## src/rtl/uart_pkg.sv

```systemverilog
`default_nettype none
// ============================================================================
// Module  : uart_pkg
// Purpose : Shared definitions for the UART receiver: checker state encoding,
//           legal configuration ranges and the mid-bit sample position helper.
// Ports   : none (package)
// Revision: 1.0 - initial release
// ============================================================================
package uart_pkg;

  typedef enum logic [1:0] {
    ST_IDLE   = 2'd0,
    ST_SAMPLE = 2'd1,
    ST_RESULT = 2'd2
  } uart_state_e;

  localparam int c_OVERSAMPLE_MIN = 4;
  localparam int c_STOP_BITS_MIN  = 1;
  localparam int c_STOP_BITS_MAX  = 2;

  // Tick index of sample 'offs' (0..2) of bit 'bit_idx'. The three samples
  // straddle the bit centre: centre-1, centre, centre+1.
  function automatic int mid_sample_k(input int bit_idx, input int os, input int offs);
    return bit_idx * os + os / 2 - 1 + offs;
  endfunction

endpackage
`default_nettype wire

```

## src/rtl/uart_mid_bit_voter.sv

```systemverilog
`default_nettype none
// ============================================================================
// Module  : uart_mid_bit_voter
// Purpose : Accumulates three mid-bit samples per bit and presents a 2-of-3
//           majority vote for each bit.
// Ports   : Clk, reset      - clock, asynchronous active-high reset
//           clear_in        - zero all accumulators (start of a new check)
//           tick_in         - sample tick, already qualified by the caller
//           k_in            - tick index within the checked window
//           rx_in           - synchronised serial line
//           vote_out        - per-bit majority vote (1 = at least two ones)
// Revision: 1.0 - initial release
// ============================================================================
module uart_mid_bit_voter
  import uart_pkg::*;
#(
  parameter int OVERSAMPLE = 16,
  parameter int NUM_BITS   = 2,
  parameter int K_W        = 5
) (
  input  logic                Clk,
  input  logic                reset,
  input  logic                clear_in,
  input  logic                tick_in,
  input  logic [K_W-1:0]      k_in,
  input  logic                rx_in,
  output logic [NUM_BITS-1:0] vote_out
);

  for (genvar b = 0; b < NUM_BITS; b++) begin : g_bit
    localparam int c_K_FIRST = mid_sample_k(b, OVERSAMPLE, 0);
    localparam logic [K_W-1:0] c_K_LO = K_W'(c_K_FIRST);
    localparam logic [K_W-1:0] c_K_HI = K_W'(c_K_FIRST + 2);

    logic       w_hit;
    logic [1:0] r_ones;

    assign w_hit = tick_in && (k_in >= c_K_LO) && (k_in <= c_K_HI);

    // Counting ones is enough: with three samples, bit 1 of the count is
    // exactly the "two or more" majority.
    always_ff @(posedge Clk or posedge reset) begin
      if (reset) begin
        r_ones <= 2'd0;
      end else if (clear_in) begin
        r_ones <= 2'd0;
      end else if (w_hit && rx_in) begin
        r_ones <= r_ones + 2'd1;
      end
    end

    assign vote_out[b] = r_ones[1];
  end

endmodule
`default_nettype wire

```

## src/rtl/uart_rx_stop_check.sv

```systemverilog
`default_nettype none
// ============================================================================
// Module  : uart_rx_stop_check
// Purpose : Stop-bit checker. Votes each of STOP_BITS stop bits at mid-bit,
//           reports ok / framing error / break per frame and keeps a sticky
//           framing-error flag plus a saturating error counter.
// Ports   : Clk, reset              - clock, asynchronous active-high reset
//           sample_tick_in          - oversample tick
//           rx_in                   - synchronised serial line
//           check_start_in          - start of first stop-bit period
//           data_zero_in            - all data bits were 0 (start cycle only)
//           err_clear_in            - clear sticky flag and counter
//           busy_out                - check in progress
//           done_out                - verdict valid this cycle
//           frame_ok_out            - all stop bits voted 1
//           framing_err_out         - some stop bit voted 0
//           break_out               - data all 0 and all stop bits voted 0
//           framing_err_sticky_out  - sticky framing-error flag
//           err_count_out           - saturating framing-error count
// Revision: 1.0 - initial release
// ============================================================================
module uart_rx_stop_check
  import uart_pkg::*;
#(
  parameter int OVERSAMPLE = 16,
  parameter int STOP_BITS  = 1,
  parameter int ERR_CNT_W  = 8
) (
  input  logic                 Clk,
  input  logic                 reset,
  input  logic                 sample_tick_in,
  input  logic                 rx_in,
  input  logic                 check_start_in,
  input  logic                 data_zero_in,
  input  logic                 err_clear_in,
  output logic                 busy_out,
  output logic                 done_out,
  output logic                 frame_ok_out,
  output logic                 framing_err_out,
  output logic                 break_out,
  output logic                 framing_err_sticky_out,
  output logic [ERR_CNT_W-1:0] err_count_out
);

  localparam int c_K_W = $clog2(STOP_BITS * OVERSAMPLE);
  // The check ends on the last sample of the last stop bit, i.e. at its
  // middle, so the receiver can start hunting for the next start edge.
  localparam logic [c_K_W-1:0]     c_K_LAST  = c_K_W'(mid_sample_k(STOP_BITS - 1, OVERSAMPLE, 2));
  localparam logic [ERR_CNT_W-1:0] c_CNT_MAX = '1;
  localparam logic [ERR_CNT_W-1:0] c_CNT_ONE = ERR_CNT_W'(1);

  if ((OVERSAMPLE < c_OVERSAMPLE_MIN) || ((OVERSAMPLE % 2) != 0) ||
      (STOP_BITS < c_STOP_BITS_MIN) || (STOP_BITS > c_STOP_BITS_MAX)) begin : g_bad_cfg
    $error("uart_rx_stop_check: illegal OVERSAMPLE/STOP_BITS configuration");
  end

  uart_state_e          r_state, w_state_nxt;
  logic [c_K_W-1:0]     r_k, w_k_nxt;
  logic                 r_data_zero, w_data_zero_nxt;
  logic                 w_clear_votes;
  logic                 w_tick_sample;
  logic [STOP_BITS-1:0] w_vote;
  logic                 r_sticky;
  logic [ERR_CNT_W-1:0] r_err_count;

  uart_mid_bit_voter #(
    .OVERSAMPLE (OVERSAMPLE),
    .NUM_BITS   (STOP_BITS),
    .K_W        (c_K_W)
  ) u_voter (
    .Clk      (Clk),
    .reset    (reset),
    .clear_in (w_clear_votes),
    .tick_in  (w_tick_sample),
    .k_in     (r_k),
    .rx_in    (rx_in),
    .vote_out (w_vote)
  );

  always_ff @(posedge Clk or posedge reset) begin
    if (reset) begin
      r_state     <= ST_IDLE;
      r_k         <= '0;
      r_data_zero <= 1'b0;
    end else begin
      r_state     <= w_state_nxt;
      r_k         <= w_k_nxt;
      r_data_zero <= w_data_zero_nxt;
    end
  end

  always_comb begin
    w_state_nxt     = r_state;
    w_k_nxt         = r_k;
    w_data_zero_nxt = r_data_zero;
    w_clear_votes   = 1'b0;
    w_tick_sample   = 1'b0;
    busy_out        = (r_state != ST_IDLE);
    done_out        = 1'b0;
    frame_ok_out    = 1'b0;
    framing_err_out = 1'b0;
    break_out       = 1'b0;

    case (r_state)
      ST_IDLE: begin
        // A tick coinciding with the start is deliberately not counted.
        if (check_start_in) begin
          w_state_nxt     = ST_SAMPLE;
          w_k_nxt         = '0;
          w_data_zero_nxt = data_zero_in;
          w_clear_votes   = 1'b1;
        end
      end
      ST_SAMPLE: begin
        if (sample_tick_in) begin
          w_tick_sample = 1'b1;
          if (r_k == c_K_LAST) begin
            w_state_nxt = ST_RESULT;
          end else begin
            w_k_nxt = r_k + 1'b1;
          end
        end
      end
      ST_RESULT: begin
        w_state_nxt     = ST_IDLE;
        done_out        = 1'b1;
        frame_ok_out    = &w_vote;
        framing_err_out = ~(&w_vote);
        break_out       = r_data_zero & ~(|w_vote);
      end
      default: begin
        w_state_nxt = ST_IDLE;
      end
    endcase
  end

  // Status registers follow the RESULT verdict by one cycle. A new error
  // wins over a simultaneous clear, so a clear never hides that error.
  always_ff @(posedge Clk or posedge reset) begin
    if (reset) begin
      r_sticky    <= 1'b0;
      r_err_count <= '0;
    end else begin
      if (framing_err_out) begin
        r_sticky <= 1'b1;
      end else if (err_clear_in) begin
        r_sticky <= 1'b0;
      end

      if (err_clear_in) begin
        r_err_count <= framing_err_out ? c_CNT_ONE : '0;
      end else if (framing_err_out && (r_err_count != c_CNT_MAX)) begin
        r_err_count <= r_err_count + c_CNT_ONE;
      end
    end
  end

  assign framing_err_sticky_out = r_sticky;
  assign err_count_out          = r_err_count;

endmodule
`default_nettype wire

```

## config.mk

```make
export PLATFORM = sky130hd
export DESIGN_NAME = uart_rx_stop_check
export DESIGN_NICKNAME = d
export VERILOG_FILES = /design/src/rtl/uart_pkg.sv /design/src/rtl/uart_mid_bit_voter.sv /design/src/rtl/uart_rx_stop_check.sv
export SDC_FILE = /design/constraint.sdc
export NUM_CORES = 1
export LEC_CHECK = 0
export BUFFER_PORTS_ARGS = -buffer_cell sky130_fd_sc_hd__buf_4
export CAP_MARGIN = 0
export CORE_UTILIZATION = 30
export DETAILED_ROUTE_END_ITERATION = 12
export PLACE_DENSITY = 0.47
export SKIP_CTS_REPAIR_TIMING = 1
export SYNTH_ARGS = -nofsm -noshare
export SYNTH_HDL_FRONTEND = slang
export SYNTH_SLANG_ARGS = --single-unit
```

## constraint.sdc

```tcl
create_clock -name Clk -period 1.75 [get_ports Clk]
set_input_delay 0.175 -clock Clk [delete_from_list [all_inputs] [get_ports Clk]]
set_output_delay 0.175 -clock Clk [all_outputs]
set_load 0.05 [all_outputs]
```

==> flow_summary_export.csv <==
group,metric,value,unit
power_and_ir_drop,powerDensity,958,nW/um^2
yosys,seq_area_frac_synth,0.446,
yosys,synth_flop_cell,"dfrtp_1",
yosys,synthTopCellsByCount,"dfrtp_1, nor2_1, o21ai_0, inv_1, nand3_1",
detailed_routing,drt_iter0_markers,26,
sta,worst_clock_skew,0.00876,ns
worst_setup_path,reg2reg_from,"r_k[1]",
worst_setup_path,crit_top_cell,"buf_4",
clocking,cts-root-buf,"clkbuf_4",
die,rows,20,
worst_setup_path,cp_slowest_cell,"dfrtp_1",
yosys,netlist_area,1010,um^2
yosys,yosysWarnings,0,
global_route,grt_util_all_layers,0.136,
power_and_ir_drop,swShare,0.361,
yosys,yosys_register_bits,18,
sta,drv_slew,0,
global_route,grt_pass1_vias,777,
placed_design,place_hpwl,1560,um
die,coreArea,3130,um^2
power_and_ir_drop,intPower,0.000777,W
global_route,grt_pass1_wl,3560,um
power_and_ir_drop,p_switching,0.000440,W
sta,fin_hold_ws,0.102,ns
clocking,cts_buffers,3,
outcome,status,"complete, no violations",
power_and_ir_drop,leakagePower,0.596,nW
yosys,synth_edf_count,0,
worst_hold_path,hold_path_class,"in -> reg",
worst_setup_path,cp.required,1.57,ns
detailed_routing,first_pass_iters,4,
sta,slew_headroom,0.743,
final_layout,drive_above_1_share,0.286,
worst_hold_path,hold_end,"err_count_out[5]",
worst_setup_path,worstSetupStartpointType,"flip-flop",
placed_design,dp_cells,166,
sta,tightest_slew,0.381,ns
yosys,synth_cells,100,
placed_design,port-buffer-count,20,
final_layout,nNetsFinal,139,
worst_setup_path,crit_path_end_kind,"output port",
sta,fmax,628,MHz
power_and_ir_drop,irDropWorstVdd,329,uV
worst_setup_path,cp_max_fo,7,
clocking,cts.clk_slew.worst_paths,0.11,ns
global_route,grt_start_max_net_pins,19,
placed_design,gp_congestion,0.729,
detailed_routing,ant_nets,0,
global_route,grt_overflow,0,
final_layout,diodes,0,
power_and_ir_drop,share_comb_of_total_power,0.338,
worst_setup_path,critPathKind,"reg -> out",
sta,finalWorstSetupSlack,0.159,ns
flow_run,drv_cap,0,
final_layout,fin_cells,170,
die,start_util,0.323,
final_layout,area_growth_syn_to_layout,25.8,%
die,die_w,60.0,um
detailed_routing,post_drt_wl_per_cell,12.3,um
die,die_y,60.0,um
sta,hold_viol,0,
sta,fin_crit_sh,0.909,
clocking,numClockSinks,18,
worst_setup_path,cp_slowest_stage_delay,0.42,ns
detailed_routing,dr_total_vias,834,
detailed_routing,drt-vias-per-instance,4.91,
detailed_routing,postRouteWirelength,2100,um
yosys,syn_avg_cell_area,10.1,um^2
yosys,synth_area_leaders,"dfrtp_1, ha_1, mux2i_1",
worst_hold_path,min_path_cells,2,
sta,setup_tns,0,ns
global_route,antenna_found_initial,0,
clocking,clock_latency,0.30,ns
detailed_routing,remaining_drc_errors,0,
power_and_ir_drop,clock_power_share,0.180,
yosys,synth_cell_types,38,
worst_setup_path,reg2reg_to,"r_k[2]",
worst_setup_path,rrSetupSlack,0.17,ns
power_and_ir_drop,finalPower,0.00122,W
sta,fin_crit,1.59,ns
clocking,cts_tree,"built",
worst_setup_path,cp.arrival,1.42,ns
sta,rsz0062_at_grt,"no",
worst_setup_path,reg2regPathDepth,6,
die,num_io_pins,21,
sta,setup_violations,0,
die,die_area,3600,um^2
yosys,synth_top_area_cell,"dfrtp_1",
clocking,clockBufferDepth,2,
worst_hold_path,hold_start,"err_clear_in",
yosys,async_flop_share,1.00,
worst_setup_path,crit_chain,"buf_4 > or2_2 > buf_4",
yosys,yosysTopAreaCellShare,0.446,
power_and_ir_drop,power_frac_seq,0.482,
yosys,syn_nets,111,
yosys,synth_most_common_cell,"dfrtp_1",
clocking,ctsHtreeMaxLevel,1,
placed_design,pre_cts_slack,0.174,ns
==> cell type report <==
type,instances,area [um^2]
well taps,44,55.1
fillers,325,1860
inverters,7,38.8
multi-input cells,73,513
flip-flops and latches,18,450
repair buffers,25,190
clock buffers,3,22.5
==> flip-flops by register name, indices dropped and copies added, names as in the netlist <==
register,flops
err_count_out,8
framing_err_sticky_out,1
r_data_zero,1
r_k,4
r_state,2
u_voter.g_bit.r_ones,2
==> worst max path at each step <==
stage	cells after the start	end	from
2_1_floorplan	7	err_count_out[5]	r_state[0]
3_3_place_gp	4	r_data_zero	r_state[0]
3_5_place_dp	4	r_data_zero	r_state[0]
4_1_cts	3	busy_out	r_state[0]
5_1_grt	6	r_k[2]	r_k[1]
6_report	3	busy_out	r_state[0]
==> cell usage in the layout, fill, tap and decap left out, types with 4 or more instances in the layout <==
| master | Yosys | layout |
|---|---|---|
| mux2i_1 | 4 | 4 |
| inv_1 | 6 | 6 |
| dfrtp_1 | 18 | 18 |
| nor3_1 | 4 | 4 |
| buf_4 | 2 | 24 |
| nand3_1 | 6 | 6 |
| ha_1 | 4 | 4 |
| nor2_1 | 8 | 8 |
| o21ai_0 | 8 | 8 |
| nand2_1 | 4 | 4 |
==> kinds of logic after synthesis <==
| family | count (synthesis) | synth area share |
|---|---|---|
| DFF | 18 | 0.446 |
| AOI/OAI and AO/OA | 20 | 0.124 |
| buffers and inverters | 9 | 0.0458 |
| xor gates and xnor gates | 3 | 0.0260 |
| adders and majority gates | 4 | 0.0496 |
| and+or+nand+nor | 41 | 0.258 |
| muxes | 5 | 0.0508 |
==> power groups by stage <==
| stage | Combinational, W | Clock (W) | Sequential (W) |
|---|---|---|---|
| finish | 0.000411 | 0.000220 | 0.000586 |
| CTS | 0.000416 | 0.000228 | 0.000585 |
| floorplan | 0.000325 | 0 | 0.000582 |
| global placement | 0.000405 | 0 | 0.000594 |
| global route | 0.000464 | 0.000248 | 0.000600 |
| detailed placement | 0.000414 | 0 | 0.000596 |
==> layer usage <==
| layer | up-vias | share of wire | global-route usage |
|---|---|---|---|
| li1 | 418 | - | - |
| met1 | 396 | 0.54 | 0.199 |
| met2 | 15 | 0.40 | 0.187 |
| met3 | 5 | 0.037 | 0.0260 |
| met4 | 0 | 0.019 | 0.0698 |
| met5 | - | 0 | 0 |
==> stage by stage <==
| step | utilization | cell area [um^2] |
|---|---|---|
| 2_1_floorplan | - | 1020 |
| 3_3_place_gp | 0.396 | 1240 |
| 3_5_place_dp | 0.396 | 1240 |
| 4_1_cts | 0.403 | 1260 |
| 5_1_grt | 0.406 | 1270 |
| 6_report | 0.406 | 1270 |
==> worst max-delay path, delay by kind of cell (launching register included) <==
kind	cells	cell delay, ns
flip-flops	1	0.42
buffers and inverters	2	0.37
AND/OR/NAND/NOR	1	0.32
Note: power is estimated with default switching activity, not from simulation.
